`config.mk`:
```
export PLATFORM = sky130hd
export DESIGN_NAME = count_monitor
export DESIGN_NICKNAME = d
export VERILOG_FILES = /design/src/rtl/count_monitor.sv
export SDC_FILE = /design/constraint.sdc
export NUM_CORES = 1
export LEC_CHECK = 0
export CAP_MARGIN = 20
export CORE_UTILIZATION = 50
export DETAILED_ROUTE_END_ITERATION = 8
export PLACE_DENSITY_LB_ADDON = 0.12
export SLEW_MARGIN = 20
export SYNTH_ARGS = -nofsm -noshare
export SYNTH_HDL_FRONTEND = slang
export SYNTH_SLANG_ARGS = --single-unit
```
`constraint.sdc`:
```
create_clock -name clk -period 7.56 [get_ports clk]
set_clock_uncertainty 0.15 [all_clocks]
set_input_delay 1.512 -clock clk [delete_from_list [all_inputs] [get_ports clk]]
set_output_delay 1.512 -clock clk [all_outputs]
set_load 0.03 [all_outputs]
```
`src/rtl/count_monitor.sv`:
```
// Watches a free-running counter for compare matches and all-ones->zero wraps,
// raising sticky status, a saturating event total and a level IRQ. Optional macro: COUNT_MONITOR_OVF_EN.
module count_monitor #(
    parameter int COUNT_WIDTH = 16,
    parameter int EVT_WIDTH   = 8
) (
    input  logic                   clk,
    input  logic                   reset,
    input  logic [COUNT_WIDTH-1:0] count,
    input  logic [COUNT_WIDTH-1:0] cmp_val,
    input  logic                   cmp_wr,
    input  logic                   irq_ack,
    output logic                   irq,
    output logic                   match_pulse,
    output logic                   wrap_pulse,
    output logic [2:0]             status,
    output logic [EVT_WIDTH-1:0]   event_cnt,
    output logic [1:0]             irq_state_dbg
);

    typedef enum logic [1:0] {
        IDLE = 2'd0,
        PEND = 2'd1,
        ACKD = 2'd2
    } irq_state_e;

    irq_state_e             state_q;
    logic                   irq_q;
    logic [COUNT_WIDTH-1:0] count_q;
    logic [COUNT_WIDTH-1:0] cmp_reg_q;
    logic [COUNT_WIDTH-1:0] cmp_reg_d;
    logic                   prime_q;
    logic                   match_pulse_q;
    logic                   wrap_pulse_q;
    logic [2:0]             status_q;
    logic [2:0]             status_d;
    logic [EVT_WIDTH-1:0]   evt_q;
    logic [EVT_WIDTH-1:0]   evt_d;
    logic [EVT_WIDTH:0]     evt_sum;
    logic [EVT_WIDTH:0]     evt_inc;
    logic                   match_det;
    logic                   wrap_det;
    logic                   ack_edge;

    // A counter that stalls on the compare value must not re-trigger, hence count != count_q.
    assign match_det = prime_q && (count == cmp_reg_q) && (count != count_q);
    assign wrap_det  = prime_q && (count_q == {COUNT_WIDTH{1'b1}}) && (count == '0);
    assign ack_edge  = (state_q == PEND) && irq_ack;

    assign cmp_reg_d = cmp_wr ? cmp_val : cmp_reg_q;

    always_comb begin
        status_d = status_q;
        if (ack_edge) begin
            status_d = '0;
        end
        if (match_det) begin
            status_d[0] = 1'b1;
        end
        if (wrap_det) begin
            status_d[1] = 1'b1;
        end
`ifdef COUNT_MONITOR_OVF_EN
        // Overflow: an event arrived while its own sticky bit was still unserviced.
        if ((match_det && status_q[0]) || (wrap_det && status_q[1])) begin
            status_d[2] = 1'b1;
        end
`else
        status_d[2] = 1'b0;
`endif
    end

    always_comb begin
        evt_inc      = '0;
        evt_inc[1:0] = {match_det & wrap_det, match_det ^ wrap_det};
        evt_sum      = {1'b0, evt_q} + evt_inc;
        evt_d        = evt_sum[EVT_WIDTH] ? {EVT_WIDTH{1'b1}} : evt_sum[EVT_WIDTH-1:0];
    end

    always_ff @(posedge clk or negedge reset) begin
        if (!reset) begin
            count_q       <= '0;
            prime_q       <= 1'b0;
            cmp_reg_q     <= '0;
            match_pulse_q <= 1'b0;
            wrap_pulse_q  <= 1'b0;
            status_q      <= '0;
            evt_q         <= '0;
        end else begin
            count_q       <= count;
            prime_q       <= 1'b1;
            cmp_reg_q     <= cmp_reg_d;
            match_pulse_q <= match_det;
            wrap_pulse_q  <= wrap_det;
            status_q      <= status_d;
            evt_q         <= evt_d;
        end
    end

    // IRQ handshake: irq is a level request held in PEND; the consumer answers
    // with a level irq_ack, and a new request is only issued after the ack drops.
    always_ff @(posedge clk or negedge reset) begin
        if (!reset) begin
            state_q <= IDLE;
            irq_q   <= 1'b0;
        end else begin
            case (state_q)
                IDLE: begin
                    if (|status_q) begin
                        state_q <= PEND;
                        irq_q   <= 1'b1;
                    end
                end
                PEND: begin
                    if (irq_ack) begin
                        state_q <= ACKD;
                        irq_q   <= 1'b0;
                    end
                end
                ACKD: begin
                    if (!irq_ack) begin
                        state_q <= IDLE;
                    end
                end
                default: begin
                    state_q <= IDLE;
                    irq_q   <= 1'b0;
                end
            endcase
        end
    end

    assign irq           = irq_q;
    assign match_pulse   = match_pulse_q;
    assign wrap_pulse    = wrap_pulse_q;
    assign status        = status_q;
    assign event_cnt     = evt_q;
    assign irq_state_dbg = state_q;

endmodule

```
After elaboration in Yosys (flattened, before gate mapping). Index checks and enable logic that the tools add are counted.

Register bits: 48. Output and inout bits: 16.

$add $sub $neg: 1. Equality and inequality tests: 8. Mux-type cells: 11. Bitwise gates (word level): 3. Reductions and logical operators: 12.

Operator list (number): $eq A16 B16 Y1 (1); $eq A16 B16 Y1 const B (1); $logic_not A16 Y1 (1); $ne A16 B16 Y1 (1); $add A8 B2 Y9 (1); $mux W2 (4); $mux W8 (1); $ne A2 B2 Y1 const B (3); $pmux W2 S3 (1); $reduce_and A3 Y1 (2); $logic_and A1 B1 Y1 (5); $mux W1 (4); $reduce_bool A2 Y1 (2); $pmux W1 S3 (1); $eq A2 B1 Y1 const B (1); $eq A2 B2 Y1 const B (1); $logic_not A2 Y1 (1); $reduce_or A2 Y1 (1); $and A1 B1 Y1 (1); $not A1 Y1 (1); $xor A1 B1 Y1 (1).

Longest topological paths before layout. Gate-level depths: netlist of the first run.

Word-level depth: 6. Mapped depth: 12. Depth with buffers taken out: 12.

Worst setup path before layout of the first run. OpenSTA, ideal clock, no wires.

Kind: input to register. Start: in count[6]. End: reg evt_q[0] (netlist: event_cnt[0]). Data arrival time: 3.631 ns. Required time: 7.338 ns. Slack: 3.708 ns. Stages on the path: 12. Path through: xnor2_1 -> nand4_1 -> nor4_1 -> nor3_1 -> ha_1 -> ha_1 -> inv_1 -> fa_1 -> nand2b_1 -> nor2_1 -> nand3_1 -> nand2b_1.

Longest elaborated chain between the ends: 6. Elaborated cells between the ends (all ways): 10.

RTL lines: start, declared (RTL line 9) `input logic [COUNT_WIDTH-1:0] count,`; $eq A16 B16 Y1 (RTL line 46) `assign match_det = prime_q && (count == cmp_reg_q) && (count != count_q);`; $logic_and A1 B1 Y1 (RTL line 46); $logic_and A1 B1 Y1 (*) (RTL line 46); net match_det (RTL line 41) `logic match_det;`; $xor A1 B1 Y1 or $and A1 B1 Y1 (tied branches) (RTL line 75) `evt_inc[1:0] = {match_det & wrap_det, match_det ^ wrap_det};`; $add A8 B2 Y9 (*) (RTL line 76) `evt_sum = {1'b0, evt_q} + evt_inc;`; $mux W8 (*) (RTL line 77) `evt_d = evt_sum[EVT_WIDTH] ? {EVT_WIDTH{1'b1}} : evt_sum[EVT_WIDTH-1:0];`; net evt_d[0] (RTL line 38) `logic [EVT_WIDTH-1:0] evt_d;`; end signal, assigned (RTL line 96) `evt_q <= evt_d;`; end, declared (RTL line 37) `logic [EVT_WIDTH-1:0] evt_q;`.

The timed path passes the listed nets; every way through them passes the cells marked *. A chain may end at the register's enable or synchronous reset.

Worst setup path after layout of the first run.
Start: in count[9]. End: reg evt_q[0] (netlist: event_cnt[0]).

Elaborated cells between the ends (all ways): 10.

RTL lines: $logic_not A16 Y1 (*) (RTL line 47) `assign wrap_det = prime_q && (count_q == {COUNT_WIDTH{1'b1}}) && (count == '0);`; $logic_and A1 B1 Y1 (*) (RTL line 47); net wrap_det (RTL line 42) `logic wrap_det;`; $xor A1 B1 Y1 or $and A1 B1 Y1 (tied branches) (RTL line 75); $add A8 B2 Y9 (*) (RTL line 76); $mux W8 (*) (RTL line 77); net evt_d[0] (RTL line 38).

Marked as above.

==> results of run 1 <==
==> worst min-delay path by stage <==
stage / startpoint / end / slack, ns
2_1_floorplan: cmp_reg_q[1] / cmp_reg_q[1] / 0.35
3_3_place_gp: event_cnt[6] / event_cnt[6] / 0.36
3_5_place_dp: cmp_reg_q[10] / cmp_reg_q[10] / 0.37
4_1_cts: cmp_reg_q[10] / cmp_reg_q[10] / 0.39
5_1_grt: cmp_reg_q[3] / cmp_reg_q[3] / 0.41
6_report: cmp_reg_q[10] / cmp_reg_q[10] / 0.38
==> cells in the final DEF (no fill, tap or decap), types with 10 or more instances in the layout <==
master,n
clkdlybuf4s50_1,49
dfrtp_1,48
mux2_2,17
nand2_1,11
nand4_1,10
nor2_1,10
xnor2_1,18
xor2_1,19
==> power by group through the flow <==
stage	Combinational [mW]	Clock, mW	Sequential [mW]
floorplan	0.0336	0	0.285
global placement	0.0675	0	0.286
detailed placement	0.0693	0	0.286
CTS	0.0697	0.181	0.281
global route	0.0751	0.193	0.283
finish	0.0686	0.178	0.281
==> kinds of logic (layout without fill, tap and decap cells) <==
group           Yosys count  count (layout)  synth area share
simple gates             52              52             0.131
xor+xnor                 37              37             0.150
fa+ha+maj                 4               4            0.0267
compound gates            9               9            0.0261
mux                      17              17            0.0887
buf+inv                   8              63            0.0168
other cells               2               2           0.00348
flops                    48              48             0.557
==> state kept, by name (all words and copies together), names as in the netlist <==
name and flops:
status 2, count_q 16, cmp_reg_q 16, irq_state_dbg 2, prime_q 1, match_pulse 1, event_cnt 8, irq 1
wrap_pulse 1
==> per-stage QoR <==
| stage | cell area [µm²] | utilization | setup slack (ns) |
|---|---|---|---|
| 5_1_grt | 2810 | 0.692 | 2.79 |
| 6_report | 2810 | 0.692 | 3.07 |
| 3_3_place_gp | 2700 | 0.665 | 2.90 |
| 3_5_place_dp | 2700 | 0.665 | 2.80 |
| 2_1_floorplan | 2160 | - | 3.71 |
| 4_1_cts | 2810 | 0.691 | 3.09 |
==> metal layers <==
metal	vias up	global-route usage
met5	-	0
met4	0	0.120
met3	12	0.0422
met2	39	0.353
met1	709	0.240
li1	713	-
==> layout make-up <==
cell class	instances	area (µm²)
Fill cell	297	1250
Timing Repair Buffer	50	498
Clock inverter	2	35.0
Multi-Input combinational cell	121	920
Inverter	5	18.8
Tap cell	50	62.6
Sequential cell	48	1200
Clock buffer	6	72.6
==> results_dict.tcl, run 1 <==
set metrics [dict create \
    start_util 0.532 \
    r2r-end "event_cnt[0]" \
    power_mw 0.527 \
    fin_setup_tns_ns 0 \
    crit_family "simple AND/OR/NAND/NOR gates" \
    track_usage 0.207 \
    reg2reg_depth 12 \
    critical_path_buf_inv_count 2 \
    synth_edf_count 0 \
    slowest_stage "clkdlybuf4s50_1" \
    fin_crit_sh 0.594 \
    ys_ff_latch 48 \
    period_needed_ns 4.49 \
    worstSetupPathDepth 12 \
    powerDensity_nw_per_um2 188 \
    grt_max_degree 49 \
    clock_path_buffers 2 \
    wl_met2_um 2130 \
    drive_gt1_frac 0.125 \
    post_cts_buffers 0 \
    clkPwrFrac 0.337 \
    cts_root_buf "clkbuf_8" \
    clock-sinks 48 \
    cell_internal_pwr_mw 0.407 \
    switching_share 0.228 \
    switchingPower_mw 0.120 \
    ioPinCount 52 \
    h-tree-depth 2 \
    ctsResizeCount 0 \
    clkTransAtPathRegs_ns 0.08 \
    hold_ws_ns 0.382 \
    via_count 1473 \
    relSlewSlack 0.510 \
    cts_made_buffers 5 \
    critical_path.max_fanout 6 \
    path_class "primary input to flop" \
    ctsHoldBuffers 0 \
    rows 23 \
    crit_path_end_kind "flop" \
    rsz0062_at_grt "no" \
    dp_hpwl_um 3240 \
    drt-total-wl_um 4150 \
    finalWeightedCongestion 0.942 \
    synthCells 177 \
    startpoint_type "primary input" \
    r2r_setup_slack_ns 4.44 \
    synth_top_area_share 0.557 \
    maxCapViolations 0 \
    fp.dieH_um 67.7 \
    ir_drop_v 0.000124 \
    synth_ff_type "dfrtp_1" \
    drtIter0Drc 34 \
    min_path_type "flop to flop" \
    p_comb_frac 0.130 \
    ys_seq_area_frac 0.557 \
    critPathArrivalTime_ns 4.57 \
    first_pass_iters 4 \
    drv_slew 0 \
    leakage_nw 1.19 \
    syn-num-nets 217 \
    reg2reg_from "cmp_reg_q[13]" \
    grt_pass1_vias 1505 \
    status "complete, no violations" \
    synth_common_cells "dfrtp_1 (48), xor2_1 (19), xnor2_1 (18)" \
    die_area_um2 4580 \
    wire_per_inst_um 14.7 \
    clkLatencyLatePin_ns 0.30 \
    antenna_found_initial 0 \
    area_growth_pct 30.2 \
    drtAntennaViolNets 0 \
    hold_viol 0 \
    crit_path_end "event_cnt[0]" \
    nets 271 \
    yosys.area.top_type "dfrtp_1" \
    met1_length_um 1770 \
    cp_cell_sequence "clkdlybuf4s50_1 > nor4_1 > nand3_1 > nor4_1 > ha_1 > ha_1 > inv_1 > fa_1 > nand2b_1 > nor2_1 > nand3_1 > nand2b_1" \
    io_buffers 50 \
    diodes 0 \
    syn_area_um2 2160 \
    synth_most_common_cell "dfrtp_1" \
    crit_required_ns 7.64 \
    worstSetupStartpoint "count[9]" \
    drc_errors 0 \
    worstMarginPinSlew_ns 0.732 \
    holdPathStages 1 \
    highest_layer "met4" \
    grt_pass1_wl_um 6730 \
    die_x_um 67.7 \
    viasPerCell 5.22 \
    grt_overflow 0 \
    route.met3.wl_um 138 \
    tritoncts "built" \
    placeableCoreArea_um2 4060 \
    synth_area_leaders "dfrtp_1 (56%), mux2_2 (8.9%), xor2_1 (7.7%)" \
    syn_avg_cell_area_um2 12.2 \
    max_stage_delay_ns 0.52 \
    async_flop_share 1.00 \
    final_cells 282 \
    yosys_warnings 0 \
    power_frac_seq 0.533 \
    fmax_ghz 0.223 \
    placedCellCount 274 \
    finalSetupViolations 0 \
    synth_cell_types 26 \
]
No activity file was read; power rests on OpenSTA's default activity.
==> run 2: changes to the inputs <==
--- a/config.mk
+++ b/config.mk
@@ -6,7 +6,7 @@
 export NUM_CORES = 1
 export LEC_CHECK = 0
 export CAP_MARGIN = 20
-export CORE_UTILIZATION = 50
+export CORE_UTILIZATION = 49
 export DETAILED_ROUTE_END_ITERATION = 8
 export PLACE_DENSITY_LB_ADDON = 0.12
 export SLEW_MARGIN = 20
==> constraint.sdc (replaced) <==
create_clock -name clk -period 4.65 [get_ports clk]
set_clock_uncertainty 0.15 [all_clocks]
set_input_delay 0.93 -clock clk [delete_from_list [all_inputs] [get_ports clk]]
set_output_delay 0.93 -clock clk [all_outputs]
set_load 0.03 [all_outputs]
==> run 2 against run 1 <==
  * Register-to-register slack worse by 2.9 ns
  * Flip-flop and latch count is the same
  * Power is 68% higher
  * Core utilization decreased by 0.51 points
  * Non-clock buffer count did not move
  * Combinational power grew 62%
  * Worst hold slack worse by 0.0060 ns
  * Critical path type unchanged
  * Largest cell class unchanged
  * Largest power group unchanged
==> results_dict.tcl, run 2 (synthesis results as in run 1) <==
set metrics [dict create \
    area_growth_pct 31.0 \
    start_util 0.524 \
    finalSetupViolations 0 \
    status "complete, no violations" \
    crit_path_end_kind "flop" \
    path_class "primary input to flop" \
    postLayoutCellArea_um2 2830 \
    fp.dieH_um 68.4 \
    crit_required_ns 4.73 \
    antenna_found_initial 0 \
    critical_path.max_fanout 6 \
    clkLatencyLatePin_ns 0.29 \
    rsz0062_at_grt "no" \
    placed_area_um2 2700 \
    placeableCoreArea_um2 4120 \
    die_x_um 68.4 \
    drive_gt1_frac 0.129 \
    drtIter0Drc 88 \
    clkTransAtPathRegs_ns 0.08 \
    final_common_cell "clkdlybuf4s50_1" \
    mostFrequentLayoutCells "clkdlybuf4s50_1 (49), dfrtp_1 (48), xor2_1 (19)" \
    first_pass_iters 4 \
    cts_made_buffers 5 \
    clock_path_buffers 2 \
    r2r-end "event_cnt[1]" \
    tritoncts "built" \
    ctsHoldBuffers 0 \
    h-tree-depth 2 \
    ctsResizeCount 0 \
    grt_overflow 0 \
    wire_per_inst_um 14.8 \
    period_needed_ns 3.90 \
    worstMarginPinSlew_ns 0.739 \
    reg2reg_depth 12 \
    rows 23 \
    die_area_um2 4670 \
    hold_viol 0 \
    grt_max_degree 49 \
    hold_path_end "event_cnt[6]" \
    min_path_type "flop to flop" \
    powerDensity_nw_per_um2 314 \
    viasPerCell 5.28 \
    via_count 1490 \
    nets 271 \
    cell_internal_pwr_mw 0.692 \
    diodes 0 \
    ioPinCount 52 \
    switchingPower_mw 0.195 \
    post_cts_buffers 0 \
    reg2reg_from "count_q[12]" \
    r2r_setup_slack_ns 1.58 \
    wl_met2_um 2140 \
    fin_crit_sh 0.839 \
    holdPathStages 1 \
    hold_start "event_cnt[6]" \
    io_buffers 50 \
    startpoint_type "primary input" \
    p_comb_frac 0.126 \
    relSlewSlack 0.506 \
    fin_setup_tns_ns 0 \
    maxCapViolations 0 \
    cts_root_buf "clkbuf_8" \
    route.met3.wl_um 176 \
    switching_share 0.220 \
    power_frac_seq 0.516 \
    grt_pass1_vias 1532 \
    clkPwrFrac 0.359 \
    critPathArrivalTime_ns 3.98 \
    drc_errors 0 \
    grt_pass1_wl_um 6640 \
    track_usage 0.205 \
    drtAntennaViolNets 0 \
    clock-sinks 48 \
    ir_drop_v 0.000170 \
    dp_hpwl_um 3300 \
    power_mw 0.887 \
    leakage_nw 1.20 \
    drv_slew 0 \
    drt-total-wl_um 4180 \
    highest_layer "met4" \
    finalWeightedCongestion 0.914 \
    hold_ws_ns 0.376 \
    fmax_ghz 0.256 \
    met1_length_um 1770 \
    fill_cells 295 \
]
[run 2: area by class of cell]
| cell class | instances | area [µm²] | area share |
|---|---|---|---|
| Inverter | 5 | 18.8 | 0.00664 |
| Timing Repair Buffer | 50 | 498 | 0.176 |
| Multi-Input combinational cell | 121 | 920 | 0.325 |
| Clock inverter | 1 | 30.0 | 0.0106 |
| Clock buffer | 7 | 96.3 | 0.0341 |
| Sequential cell | 48 | 1200 | 0.425 |
| Tap cell | 50 | 62.6 | 0.0221 |
[run 2: worst max-delay path, cell delays in order]
cell             delay [ns]
clkdlybuf4s50_1        0.52
nor4_1                 0.46
nand3_1                0.13
nor4_1                 0.44
ha_1                   0.19
ha_1                   0.15
inv_1                  0.05
fa_1                   0.40
nand2b_1               0.19
nor2_1                 0.15
nand3_1                0.23
nand2_1                0.13
[run 2: power groups by stage]
stage	Sequential (mW)	Combinational (mW)	Clock, mW
after global routing	0.461	0.121	0.350
after detailed placement	0.466	0.112	0
final	0.457	0.111	0.318
after global placement	0.464	0.110	0
after floorplan	0.463	0.0547	0
after CTS	0.458	0.112	0.330
[run 2: worst max-delay path by stage]
| stage | startpoint | to | slack [ns] |
|---|---|---|---|
| finish | count[2] | event_cnt[1] | 0.75 |
| global route | count[2] | event_cnt[4] | 0.56 |
| CTS | count[2] | event_cnt[1] | 0.77 |
| detailed placement | count[2] | event_cnt[0] | 0.47 |
| global placement | count[2] | event_cnt[0] | 0.55 |
| floorplan | count[6] | event_cnt[0] | 1.38 |
[run 2: routing by layer]
metal  track usage  vias up
met1         0.226      727
met5             0        -
li1              -      712
met4         0.120        0
met3        0.0567        8
met2         0.349       43
[run 2: metrics by stage]
| stage | utilization | std cells | setup WS [ns] |
|---|---|---|---|
| detailed placement | 0.656 | 274 | 0.473 |
| global placement | 0.656 | 274 | 0.546 |
| CTS | 0.686 | 282 | 0.772 |
| global route | 0.687 | 282 | 0.562 |
| floorplan | - | 177 | 1.38 |
| finish | 0.687 | 282 | 0.747 |
==> run 3: changes to the inputs <==
==> constraint.sdc (replaced) <==
create_clock -name clk -period 3.68 [get_ports clk]
set_clock_uncertainty 0.15 [all_clocks]
set_input_delay 0.736 -clock clk [delete_from_list [all_inputs] [get_ports clk]]
set_output_delay 0.736 -clock clk [all_outputs]
set_load 0.03 [all_outputs]
==> run 3 against run 2 <==
  * Power grew 18%
  * Flip-flop and latch count is the same
  * Critical path depth grew 1
  * First-iteration DRC count shrank 9.1%
  * Largest cell class unchanged
  * Routed wire length grew 10%
  * Via count grew 5.7%
  * Die area is the same
  * Sequential power grew 26%
==> results_dict.tcl, run 3 (synthesis results as in run 1) <==
set metrics [dict create \
    status "complete, no violations" \
    leakage_nw 1.34 \
    fmax_ghz 0.284 \
    grt_use_met2 0.377 \
    slowest_stage "clkdlybuf4s50_1" \
    drv_slew 0 \
    relSlewSlack 0.519 \
    cp_cell_sequence "clkdlybuf4s50_1 > xnor2_1 > nand4_1 > nor4_4 > nor3_2 > ha_1 > ha_1 > inv_1 > fa_1 > nand2b_1 > nor2_2 > nand3_2 > nand2b_1" \
    ir_drop_v 0.000296 \
    die_x_um 68.4 \
    viasPerCell 5.41 \
    max_stage_delay_ns 0.58 \
    postLayoutCellArea_um2 2940 \
    drtIter0Drc 80 \
    fin_util 0.715 \
    fp.dieH_um 68.4 \
    critical_path.max_fanout 6 \
    final_cells 291 \
    path_class "primary input to flop" \
    dp_hpwl_um 3460 \
    fin_crit_sh 0.956 \
    multi_input_area_um2 980 \
    h-tree-depth 2 \
    clock-sinks 48 \
    drt-total-wl_um 4610 \
    cts_root_buf "clkbuf_8" \
    critPathArrivalTime_ns 3.60 \
    diodes 0 \
    min_path_type "primary input to asynchronous set/reset pin" \
    maxCapViolations 0 \
    grt_pass1_wl_um 7020 \
    worstMarginPinSlew_ns 0.720 \
    placed_area_um2 2770 \
    grt_max_degree 49 \
    drc_errors 0 \
    fill_cells 307 \
    post_cts_buffers 0 \
    clock_path_buffers 2 \
    finalWeightedCongestion 0.926 \
    grt_overflow 0 \
    r2r_setup_slack_ns 0.72 \
    period_needed_ns 3.52 \
    place_ws_ns -0.249 \
    crit_required_ns 3.76 \
    die_area_um2 4670 \
    start_util 0.524 \
    hold_viol 0 \
    crit_path_end_kind "flop" \
    finalSetupViolations 0 \
    reg2reg_depth 12 \
    placedCellCount 283 \
    ctsHoldBuffers 0 \
    final-seq-area_um2 1200 \
    powerDensity_nw_per_um2 355 \
    fin_ws_ns 0.160 \
    area_growth_pct 36.4 \
    io_buffers 50 \
    grt_pass1_vias 1560 \
    met3_usage 0.0567 \
    final_common_cell "dfrtp_1" \
    hold_ws_ns 0.282 \
    ioPinCount 52 \
    antenna_found_initial 0 \
    reg2reg_from "cmp_reg_q[14]" \
    wire_per_inst_um 15.8 \
    drtAntennaViolNets 0 \
    cts_made_buffers 5 \
    startpoint_type "primary input" \
    clkLatencyLatePin_ns 0.30 \
    nets 280 \
    grt.met1_usage 0.245 \
    drive_gt1_frac 0.199 \
    busiest_layer "met2" \
    mostFrequentLayoutCells "dfrtp_1 (48), clkdlybuf4s50_1 (40), xor2_1 (19)" \
    first_pass_iters 4 \
    via_count 1575 \
    track_usage 0.213 \
    placeableCoreArea_um2 4120 \
    tritoncts "built" \
    rows 23 \
    r2r-end "event_cnt[0]" \
    clkTransAtPathRegs_ns 0.08 \
]
## run 3: changes by cell type in the layout (fill, tap and decap cells not counted), sizes merged
| cell | before | now |
|---|---|---|
| bufinv | 1 | 0 |
| clkbuf | 7 | 6 |
| clkinv | 0 | 2 |
| clkdlybuf4s50 | 49 | 40 |
| buf | 1 | 10 |
| dlymetal6s2s | 0 | 9 |
## run 3: worst max-delay path, delay by kind of cell
| kind | cells | cell delay, ns |
|---|---|---|
| xor+xnor | 1 | 0.15 |
| fa+ha+maj | 3 | 0.83 |
| buf+inv | 2 | 0.64 |
| simple gates | 7 | 1.25 |
## run 3: worst max-delay path by stage
stage / end / start
3_3_place_gp: event_cnt[0] / count[6]
4_1_cts: event_cnt[0] / count[13]
5_1_grt: event_cnt[6] / count[1]
2_1_floorplan: event_cnt[0] / count[6]
6_report: event_cnt[0] / count[1]
3_5_place_dp: event_cnt[0] / count[13]
## run 3: cell type report
| cell class | instances | area share |
|---|---|---|
| Tap cell | 50 | 0.0213 |
| Inverter | 5 | 0.00638 |
| Sequential cell | 48 | 0.408 |
| Timing Repair Buffer | 59 | 0.200 |
| Multi-Input combinational cell | 121 | 0.333 |
| Clock buffer | 6 | 0.0281 |
| Clock inverter | 2 | 0.00340 |
## run 3: stage by stage
stage	total power, mW	TNS (ns)
floorplan	0.654	0
global placement	0.729	-0.861
detailed placement	0.735	-1.57
CTS	1.05	0
global route	1.09	-0.134
finish	1.04	0
## run 3: routing by layer
layer	share of wire	wire length [µm]
met3	0.040	183
met5	0	0
met4	0.021	98
met1	0.40	1850
met2	0.54	2480
## run 3: repair_timing
action,CTS,global route
resized for setup,2,17
pin swaps,0,10
endpoints found under the setup margin,1,7
## run 3: where the power goes
part	internal, mW	total, mW	switching (mW)
clock	0.150	0.316	0.166
combinational	0.0824	0.150	0.0675
sequential	0.556	0.578	0.0224
==> edit 1, RTL diff (config.mk and constraints of run 3) <==
`COUNT_WIDTH`: 16 -> 20.
--- a/src/rtl/count_monitor.sv
+++ b/src/rtl/count_monitor.sv
@@ -1,7 +1,7 @@
 // Watches a free-running counter for compare matches and all-ones->zero wraps,
 // raising sticky status, a saturating event total and a level IRQ. Optional macro: COUNT_MONITOR_OVF_EN.
 module count_monitor #(
-    parameter int COUNT_WIDTH = 16,
+    parameter int COUNT_WIDTH = 20,
     parameter int EVT_WIDTH   = 8
 ) (
     input  logic                   clk,
Ports: changed (resized cmp_val and count); port bits go from 52 to 60. The function was not compared with the original's and may differ.
==> edit 1 against run 3 <==
Register-to-register slack got worse by 0.04 ns; combinational power rose by 19%; synthesized area rose by 15%; non-clock buffer count rose by 25; wire length rose by 4.4%; global-route usage fell by 1.4 points; final area rose by 20%; sequential power rose by 16%; critical path depth did not move; total power rose by 14%; setup slack improved by 0.063 ns; clock power rose by 7.6%; sequential cell count rose by 8.
==> edit 1: results (changes against run 3) <==
- Outcome: completed
- Finished Layout Cells: 354 (+22%)
- Vias per inst: 5.00 (-7.6%)
- Vias in the first global route: 1739 (+11%)
- Fillers: 348 (+13%)
- Actual slew at the worst max-slew pin: 0.925 ns (+0.205 ns)
- Multi-input gate area: 1140 um2 (+16%)
- CP peak stage delay: 0.51 ns (-0.07 ns)
- Metal2 WL: 2420 um (-2.5%)
- Maximum fanout along the worst path: 3 (-3)
- FF/Latch Area: 1400 um2 (+17%)
- Post-Layout Inst Area: 3530 um2 (+20%)
- Reg2reg end: event_cnt[7]$_DFF_PN0_
- Grt met1 use: 25.5% (+0.94 points)
- # nets final: 334 (+19%)
- Fin Hold WS: 0.386 ns (+0.104 ns)
- Non-clock buffers, area share: 22.7% (+2.7 points)
- Top post-synthesis cells by area: dfrtp_1, mux2_2, xnor2_1
- Layout cell share with drive strength beyond 1: 24.4% (+4.5 points)
- Grt met2 use: 34.2% (-3.6 points)
- Met3 WL post-DR: 138 um (-25%)
- Post-Syn Area per Cell: 12.5 um2 (+2.9%)
- Peak supply drop: 233 uV (-21%)
- Worst reg2reg path depth: 13 (+1)
- Reg2Reg Setup Slack: 0.68 ns (-0.04 ns)
- Routability cong.: 0.793 (-14%)
- I/O Buffers: 58 (+16%)
- Non-CTS buffers: 84 (+42%)
- GRT Overall Usage: 19.9% (-1.4 points)
- CP max-delay cell: or4_4
- Seq group: 0.000673 W (+16%)
- Worst reg2reg startpoint: count_q[4]$_DFF_PN0_
- Synth cell count leaders: dfrtp_1, xnor2_1, mux2_2
- Clock group: 0.000340 W (+7.6%)
- Largest net degree at the start of global routing: 57 (+16%)
- Final Power: 0.00119 W (+14%)
- Switching portion of total power: 23.7% (-0.78 points)
- Worst Path Arrival: 3.50 ns (-0.10 ns)
- Die Footprint: 5360 um2 (+15%)
- Hold Path Class: flop to flop
- Clock buf/inv share: 2.55% (-0.60 points)
- Clock buffer count in the final layout: 8 (+2)
- Count of multi-input gates: 134 (+11%)
edit 1: logic make-up (layout without fill, tap and decap cells):
family | after synthesis | count (layout) | share of synthesized area, %
compound gates | 8 | 8 | 1.76
xor+xnor | 45 | 45 | 15.9
fa+ha+maj | 4 | 4 | 2.32
buf+inv | 8 | 97 | 1.36
flops | 56 | 56 | 56.4
mux | 21 | 21 | 9.52
other cells | 2 | 2 | 0.302
simple gates | 54 | 54 | 12.4
edit 1: how the worst max path moves through the flow:
stage	cells past startpoint	slack, ns	endpoint
floorplan	12	0.28	event_cnt[0]$_DFF_PN0_
global placement	13	-0.36	event_cnt[0]$_DFF_PN0_
detailed placement	13	-0.47	event_cnt[0]$_DFF_PN0_
CTS	14	0.004	event_cnt[6]$_DFF_PN0_
global route	13	0.009	event_cnt[7]$_DFF_PN0_
finish	13	0.22	event_cnt[7]$_DFF_PN0_
==> edit 2, RTL diff (settings of run 3) <==
Without the edit above. Put one more register stage on the output `irq`. The value now appears one clock later. The other outputs are not delayed to match.
--- a/src/rtl/count_monitor.sv
+++ b/src/rtl/count_monitor.sv
@@ -130,7 +130,9 @@
         end
     end
 
-    assign irq           = irq_q;
+    always_ff @(posedge clk) begin
+        irq <= irq_q;
+    end
     assign match_pulse   = match_pulse_q;
     assign wrap_pulse    = wrap_pulse_q;
     assign status        = status_q;
Function: changed (a bounded check fails within 4 cycles, from zero or initial values and one cycle with reset low).
==> edit 2 against run 3 <==
Wire length fell by 4.3%; register-to-register slack improved by 0.04 ns; sequential cell count rose by 1; setup slack improved by 0.044 ns; synthesized area rose by 0.93%; total power fell by 0.23%; final area rose by 0.38%; first-iteration DRC count fell by 13%.
==> edit 2: results (changes against run 3) <==
- Layout cell share with drive strength beyond 1: 19.8% (-0.16 points)
- DRT iter0 DRCs: 70 (-13%)
- Mapped Area: 2180 um2 (+0.93%)
- Worst Path Arrival: 3.55 ns (-0.05 ns)
- Hpwl dp: 3340 um (-3.4%)
- Routability cong.: 0.858 (-7.3%)
- Yosys cell types: 27 (+3.8%)
- Worst reg2reg startpoint: count_q[0]$_DFF_PN0_
- Sequential area share after synthesis: 56.1% (+0.41 points)
- Outcome: completed
- Peak supply drop: 308 uV (+4.1%)
- Top post-synthesis cells by area: dfrtp_1, mux2_2, xor2_1
- Number of H-tree levels: 2 (unchanged)
- FF/Latch Area: 1220 um2 (+1.7%)
- Reg2Reg Setup Slack: 0.76 ns (+0.04 ns)
- Clock buf/inv share: 2.75% (-0.39 points)
- DP Cell Count: 285 (+0.71%)
- Kind of cell adding the most delay to the critical path: simple AND/OR/NAND/NOR gates
- Synth cell count leaders: dfrtp_1, xor2_1, xnor2_1
- Seq group: 0.000589 W (+2%)
- Maximum fanout along the worst path: 4 (-2)
- Leakage: 1.29 nW (-3.1%)
- Post-Syn Area per Cell: 12.2 um2 (+0.36%)
- Internal power: 0.000784 W (-0.55%)
- CTS resizes: 0 (-2)
- Finished Layout Cells: 293 (+0.69%)
- FFs w/ async S/R, synth: 98.0% (-2.0 points)
- Placed Area: 2790 um2 (+1.0%)
- Non-clock buffers, area share: 19.7% (-0.25 points)
- Reg2reg end: event_cnt[6]$_DFF_PN0_
- Vias: 1515 (-3.8%)
- Non-CTS buffers: 60 (+1.7%)
- Root buffer selected by CTS: clkbuf_8
- # nets final: 282 (+0.71%)
- Global-route wire length before repair: 6910 um (-1.6%)
- Average wire per cell in the routed design: 15.1 um (-4.9%)
- Fraction of area in multi-input gates: 33.4% (+0.13 points)
- # clock sinks: 49 (+2.1%)
- GRT Overall Usage: 20.9% (-0.37 points)
- Worst reg2reg path depth: 13 (+1)
- Net Count, Synth: 218 (+0.46%)
- Post-Layout Inst Area: 2950 um2 (+0.38%)
- CP Launch Point: count[9]
- Fillers: 303 (-1.3%)
- Power per cell area: 353 nW/um2 (-0.61%)
- Hold Path Class: flop to flop
- Clock buffer count in the final layout: 7 (+1)
- Actual slew at the worst max-slew pin: 0.721 ns (+0.00160 ns)
==> edit 2: kinds of logic (layout without fill, tap and decap cells) <==
| group | count (synthesis) | count (layout) | share of synthesized area [%] |
|---|---|---|---|
| AOI/OAI and AO/OA | 9 | 9 | 2.59 |
| other | 2 | 2 | 0.345 |
| adders and majority gates | 4 | 4 | 2.64 |
| DFF | 49 | 49 | 56.1 |
| and+or+nand+nor | 52 | 52 | 13.0 |
| buffers and inverters | 8 | 73 | 1.67 |
| muxes | 17 | 17 | 8.79 |
| xor gates and xnor gates | 37 | 37 | 14.9 |
==> edit 2: worst min path at each step <==
stage | end | slack, ns | startpoint | depth (start not counted)
floorplan | irq$_DFF_P_ | 0.22 | irq_q$_DFFE_PN0P_ | 0
global placement | irq$_DFF_P_ | 0.23 | irq_q$_DFFE_PN0P_ | 0
detailed placement | irq$_DFF_P_ | 0.23 | irq_q$_DFFE_PN0P_ | 0
CTS | irq$_DFF_P_ | 0.25 | irq_q$_DFFE_PN0P_ | 0
global route | irq$_DFF_P_ | 0.26 | irq_q$_DFFE_PN0P_ | 0
finish | irq$_DFF_P_ | 0.25 | irq_q$_DFFE_PN0P_ | 0
==> edit 2: routing by layer <==
| layer | wire, um | share of wire (%) | global-route usage (%) | up-vias |
|---|---|---|---|---|
| met5 | 0 | 0 | 0 | - |
| li1 | - | - | - | 737 |
| met3 | 158 | 3.6 | 4.44 | 5 |
| met2 | 2280 | 52 | 34.4 | 37 |
| met4 | 71 | 1.6 | 9.38 | 0 |
| met1 | 1910 | 43 | 26.3 | 736 |
==> edit 2: through the flow <==
step,setup TNS (ns),worst slack (ns)
global placement,-1.20,-0.180
floorplan,0,0.604
CTS,0,0.0517
detailed placement,-1.92,-0.263
global route,-0.0141,-0.0113
finish,0,0.204
